--- src/rtl/picorv32_axi_pkg.sv ---
// Shared bus constants for the PicoRV32 AXI4-Lite memory shell.
// Contents:
//   AXI_ADDR_W / AXI_DATA_W / AXI_STRB_W : native and AXI bus widths
//   AXI_PROT_DATA  : AxPROT for data accesses (unprivileged, secure, data)
//   AXI_PROT_INSTR : AxPROT for instruction fetches (instruction bit set)
package picorv32_axi_pkg;

  localparam int AXI_ADDR_W = 32;
  localparam int AXI_DATA_W = 32;
  localparam int AXI_STRB_W = 4;

  localparam logic [2:0] AXI_PROT_DATA  = 3'b000;
  localparam logic [2:0] AXI_PROT_INSTR = 3'b100;

endpackage

--- src/rtl/picorv32_axi.sv ---
// Memory-bus shell that turns the PicoRV32 native single-outstanding memory
// port into an AXI4-Lite master. Addresses and data pass straight through;
// the only state is which address/data handshakes have already completed
// for the current request, plus a one-cycle guard after each completion.
// Ports:
//   clk, reset                  : clock, synchronous active-high reset
//   mem_valid/instr/addr/wdata/wstrb : native request from the core
//   mem_ready, mem_rdata        : native completion pulse and read data
//   mem_axi_aw*, mem_axi_w*, mem_axi_b*   : AXI4-Lite write channels
//   mem_axi_ar*, mem_axi_r*     : AXI4-Lite read channels
module picorv32_axi
  import picorv32_axi_pkg::*;
(
  input  logic                  clk,
  input  logic                  reset,

  input  logic                  mem_valid,
  input  logic                  mem_instr,
  input  logic [AXI_ADDR_W-1:0] mem_addr,
  input  logic [AXI_DATA_W-1:0] mem_wdata,
  input  logic [AXI_STRB_W-1:0] mem_wstrb,
  output logic                  mem_ready,
  output logic [AXI_DATA_W-1:0] mem_rdata,

  output logic                  mem_axi_awvalid,
  input  logic                  mem_axi_awready,
  output logic [AXI_ADDR_W-1:0] mem_axi_awaddr,
  output logic [2:0]            mem_axi_awprot,

  output logic                  mem_axi_wvalid,
  input  logic                  mem_axi_wready,
  output logic [AXI_DATA_W-1:0] mem_axi_wdata,
  output logic [AXI_STRB_W-1:0] mem_axi_wstrb,

  input  logic                  mem_axi_bvalid,
  output logic                  mem_axi_bready,

  output logic                  mem_axi_arvalid,
  input  logic                  mem_axi_arready,
  output logic [AXI_ADDR_W-1:0] mem_axi_araddr,
  output logic [2:0]            mem_axi_arprot,

  input  logic                  mem_axi_rvalid,
  output logic                  mem_axi_rready,
  input  logic [AXI_DATA_W-1:0] mem_axi_rdata
);

  logic isWrite;
  logic isRead;
  logic ackAw_q, ackAw_d;
  logic ackW_q,  ackW_d;
  logic ackAr_q, ackAr_d;
  logic xferDone_q, xferDone_d;

  // Classify the pending request. Folding reset in here forces every AXI
  // valid/ready and mem_ready low while reset is held, even if the core
  // still has a request up.
  always_comb begin
    isWrite = ~reset & mem_valid & (|mem_wstrb);
    isRead  = ~reset & mem_valid & ~(|mem_wstrb);
  end

  // Handshake outputs. A channel stays valid until its own ack flag is set;
  // xferDone_q suppresses re-issue while the core updates its request after
  // a completion.
  always_comb begin
    mem_axi_awvalid = isWrite & ~ackAw_q & ~xferDone_q;
    mem_axi_wvalid  = isWrite & ~ackW_q  & ~xferDone_q;
    mem_axi_arvalid = isRead  & ~ackAr_q & ~xferDone_q;
    mem_axi_bready  = isWrite;
    mem_axi_rready  = isRead;
    mem_ready       = (mem_axi_bvalid & mem_axi_bready) |
                      (mem_axi_rvalid & mem_axi_rready);
  end

  // Payload pass-through; arprot marks instruction fetches.
  always_comb begin
    mem_axi_awaddr = mem_addr;
    mem_axi_awprot = AXI_PROT_DATA;
    mem_axi_wdata  = mem_wdata;
    mem_axi_wstrb  = mem_wstrb;
    mem_axi_araddr = mem_addr;
    mem_axi_arprot = mem_instr ? AXI_PROT_INSTR : AXI_PROT_DATA;
    mem_rdata      = mem_axi_rdata;
  end

  // Next-state for the ack flags: they accumulate handshakes for the current
  // request and are wiped in the cycle after a completion.
  always_comb begin
    ackAw_d    = ackAw_q;
    ackW_d     = ackW_q;
    ackAr_d    = ackAr_q;
    xferDone_d = mem_valid & mem_ready;
    if (xferDone_q) begin
      ackAw_d = 1'b0;
      ackW_d  = 1'b0;
      ackAr_d = 1'b0;
    end else begin
      ackAw_d = ackAw_q | (mem_axi_awvalid & mem_axi_awready);
      ackW_d  = ackW_q  | (mem_axi_wvalid  & mem_axi_wready);
      ackAr_d = ackAr_q | (mem_axi_arvalid & mem_axi_arready);
    end
  end

  // State register with synchronous reset.
  always_ff @(posedge clk) begin
    if (reset) begin
      ackAw_q    <= 1'b0;
      ackW_q     <= 1'b0;
      ackAr_q    <= 1'b0;
      xferDone_q <= 1'b0;
    end else begin
      ackAw_q    <= ackAw_d;
      ackW_q     <= ackW_d;
      ackAr_q    <= ackAr_d;
      xferDone_q <= xferDone_d;
    end
  end

endmodule

--- config.mk ---
export PLATFORM = sky130hd
export DESIGN_NAME = picorv32_axi
export DESIGN_NICKNAME = d
export VERILOG_FILES = /design/src/rtl/picorv32_axi_pkg.sv /design/src/rtl/picorv32_axi.sv
export SDC_FILE = /design/constraint.sdc
export NUM_CORES = 1
export LEC_CHECK = 0
export ABC_CLOCK_PERIOD_IN_PS = 1700
export CAP_MARGIN = 10
export CELL_PAD_IN_SITES_DETAIL_PLACEMENT = 1
export CELL_PAD_IN_SITES_GLOBAL_PLACEMENT = 1
export CORE_UTILIZATION = 10
export CTS_BUF_LIST = sky130_fd_sc_hd__clkbuf_4 sky130_fd_sc_hd__clkbuf_8 sky130_fd_sc_hd__clkbuf_16
export CTS_CLUSTER_DIAMETER = 120
export DETAILED_ROUTE_END_ITERATION = 10
export HOLD_SLACK_MARGIN = 0.03
export PLACE_DENSITY_LB_ADDON = 0.12
export SETUP_SLACK_MARGIN = 0.4
export SYNTH_ARGS = -nofsm -noshare
export SYNTH_HDL_FRONTEND = slang
export SYNTH_SLANG_ARGS = --single-unit
--- constraint.sdc ---
create_clock -name clk -period 1.7 [get_ports clk]
set_input_delay 0.51 -clock clk [delete_from_list [all_inputs] [get_ports clk]]
set_output_delay 0.51 -clock clk [all_outputs]
set_load 0.02 [all_outputs]
# Word level (Yosys, flattened, before mapping)
# Cells that the tools add are included.
[op_classes]
n_mux = 1
bitwise_logic = 25
n_reduce_logical = 2
[ops]
columns = ["operator", "count"]
rows = [
  ["$and 1x1->1", 15],
  ["$not 1->1", 6],
  ["$or 1x1->1", 4],
  ["$reduce_or 4->1", 1],
  ["$mux 3", 1],
  ["$reduce_or 2->1", 1],
]
[word_totals]
ff_bits = 4
inputBits = 109
output_inout_bits = 144
elab_cells = 32

# Depth between registers and ports, before layout
[logic_depth]
ltp_word = 7
depth_mapped = 2
mapped_depth_nobuf = 2

# Least setup slack after synthesis
# Ideal clock, no wire load.
[synth_path]
path_type = "input -> output"
from = "in mem_wstrb[1]"
to = "out mem_axi_arvalid"
t_arrival_ns = 1.528
required_ns = 1.190
setup_slack_ns = -0.338
stages = 2
n_path_buf = 0
cell_sequence = "or4_4 -> nor4_2"
[synth_between]
elab_chain_cells = 5
[synth_lines]
columns = ["item", "line", "source"]
rows = [
  ["start: declaration", "picorv32_axi.sv:21", "input logic [AXI_STRB_W-1:0] mem_wstrb,"],
  ["$reduce_or 4->1", "picorv32_axi.sv:60", "isRead = ~reset & mem_valid & ~(|mem_wstrb);"],
  ["$not 1->1", "picorv32_axi.sv:60", ""],
  ["$and 1x1->1", "picorv32_axi.sv:60", ""],
  ["$and 1x1->1 (2 in series)", "picorv32_axi.sv:69", "mem_axi_arvalid = isRead & ~ackAr_q & ~xferDone_q;"],
  ["end: declaration", "picorv32_axi.sv:38", "output logic mem_axi_arvalid,"],
]
# No other way between the ends.

# Worst setup path after layout
[layout_path]
from = "in mem_wstrb[0]"
to = "out mem_axi_arvalid"
# Same word-level chain as after synthesis.

==> run summary <==
Clock Sinks: 4
Post-route clock period utilization: 120%
Nets: 183
Ant. Diodes: 0
Violated checks: setup timing
R2R setup slack: 0.59 ns
Htree depth: 1
Mapped Area: 1280 um^2
Die extent in y: 115 um
Vias/cell: 2.05
Final setup viols: 8
Port bufs: 21
Antenna-violating nets left: 0
Initial DRC count: 13
Clock Path Buffers: 2
Commonest cells after routing, fill and taps aside: 15 x buf_4, 12 x buf_6, 5 x conb_1
Layout area overhead: -22.0%
Sequential-to-total area share from yosys stat: 6.24%
Fin util: 7.95%
WP data required: 1.19 ns
Share of layout cells above drive strength 1: 63.9%
Tightest Hold Check Type: reg2reg
Worst R2R Start: xferDone_q
Vias in the first global route: 553
Worst Setup End Kind: output pin
Initial Util: 10.2%
Crit path DAT: 1.53 ns
CP max FO: 3
Residual DRC: 0
Commonest non-fill, non-tap cell in the layout: buf_4
Setup CP Type: in2out
Pwr Density: 618 nW/um^2
Row Count: 41
DRT Wirelength: 2.29 mm
Max-cap viol count: 0
Total GRT Usage: 3.49%
Min-delay src: ackAw_q
Post-Layout Cell Count: 244
Final Hold Vio Count: 0
P_leak: 0.387 nW
Drt first pass iters: 2
Core area: 12600 um^2
DIE AREA: 13300 um^2
Synth unique cells: 13
Hold Crit Depth: 2
Placed cell count: 231
Via count: 499
DIE WIDTH: 115 um
I/O pin count: 253
Fmax: 491 MHz
Post-layout instance area: 1000 um^2
DP HPWL: 1.83 mm
Cells after Synth: 162
Critical Path Start Type: primary input
R2r endpoint: ackW_q
Largest net degree at the start of global routing: 7
Yosys reg bits: 4
Inserted Clock Buffers: 3
Final Skew: 0.000325 ns
Worst Hold Endpoint: ackAw_q
Reg clk slew, reported paths: 0.03 ns
Status: complete, but fails checks
Post-DP Area: 798 um^2
Hold buffer count at cts: 0
RSZ-0062 raised after global routing: true
Final Wtd Congestion: 0.590
Final Max Tran Viols: 0
Ys Warns: 0
Syn avg cell area: 7.92 um^2
Root buffer cell: clkbuf_16
WL/cell: 9.38 um
Setup tns final: -1.89 ns
Final worst setup slack: -0.336 ns
Peak VDD IR: 308 uV
Skew-Pair Late Insertion Delay: 0.22 ns
Global-route wire length before repair: 3.14 mm
CTS tree: built
Minimum clock period after layout: 2.04 ns
Grt ovf: 0
Crit path from: mem_wstrb[0]
Initial antenna violation count: 0
R2R depth: 3
cells by family after synthesis:
group	Yosys count	share of synthesized area (%)
flip-flops	4	6.24
AND/OR/NAND/NOR	14	8.78
AO/OA/AOI/OAI	3	2.34
other	1	0.292
multiplexers	2	1.56
buffers and inverters	138	80.8
through the flow:
stage | total power [mW] | setup slack, ns | hold slack [ns]
2_1_floorplan | 0.614 | -0.231 | 0.615
3_3_place_gp | 0.236 | -1.29 | 0.686
3_5_place_dp | 0.235 | -1.29 | 0.684
4_1_cts | 0.619 | -0.330 | 0.720
5_1_grt | 0.642 | -0.380 | 0.724
6_report | 0.618 | -0.336 | 0.713
state kept, by name, summed over array words and instances (netlist names):
register and flops:
ackW_q 1, ackAw_q 1, xferDone_q 1, ackAr_q 1
Yosys cell counts:
library cell | count | area share (%)
a41o_1 | 3 | 2.3
buf_4 | 138 | 81
conb_1 | 1 | 0.29
dfxtp_1 | 4 | 6.2
mux2i_1 | 2 | 1.6
nand2b_1 | 1 | 0.49
nand3b_1 | 2 | 1.2
nor2_1 | 3 | 0.88
nor3b_1 | 3 | 1.8
nor4_1 | 2 | 0.98
nor4_2 | 1 | 0.98
nor4_4 | 1 | 1.7
or4_4 | 1 | 0.88
worst max-delay path, cell delays in order:
cell	delay [ns]
buf_8	0.10
or4_4	0.56
nor4_4	0.16
buf_4	0.19
what timing repair did:
item / in CTS / in global routing
setup endpoints to repair: 14 / 11
gates resized for setup: 90 / 5
endpoints found under the hold margin: 0 / 0
pin swaps: 6 / 3
buffers inserted: 8 / 2
report_power, final:
| group | total [mW] | internal [mW] | switching (mW) |
|---|---|---|---|
| clock | 0.365 | 0.300 | 0.0650 |
| combinational | 0.145 | 0.0780 | 0.0674 |
| sequential | 0.107 | 0.0998 | 0.00723 |
area by class of cell:
type	count	area (um^2)
Fill cell	1475	11600
Timing Repair Buffer	41	382
Multi-Input combinational cell	24	248
Tap cell	172	215
Sequential cell	4	80.1
Clock buffer	3	75.1
how the worst max path moves through the flow:
| stage | to | slack [ns] | cells after the start |
|---|---|---|---|
| after floorplan | mem_axi_arvalid | -0.23 | 2 |
| after global placement | mem_ready | -1.29 | 6 |
| after detailed placement | mem_axi_wvalid | -1.29 | 7 |
| after CTS | mem_axi_arvalid | -0.33 | 4 |
| after global routing | mem_axi_arvalid | -0.38 | 4 |
| final | mem_axi_arvalid | -0.34 | 4 |
per-layer routing:
layer  global-route usage [%]  wire length [um]
met2                     3.49               770
met1                     3.51               905
met4                     5.89               281
met5                        0                 0
met3                     2.48               331
(Power assumes the default switching activity.)
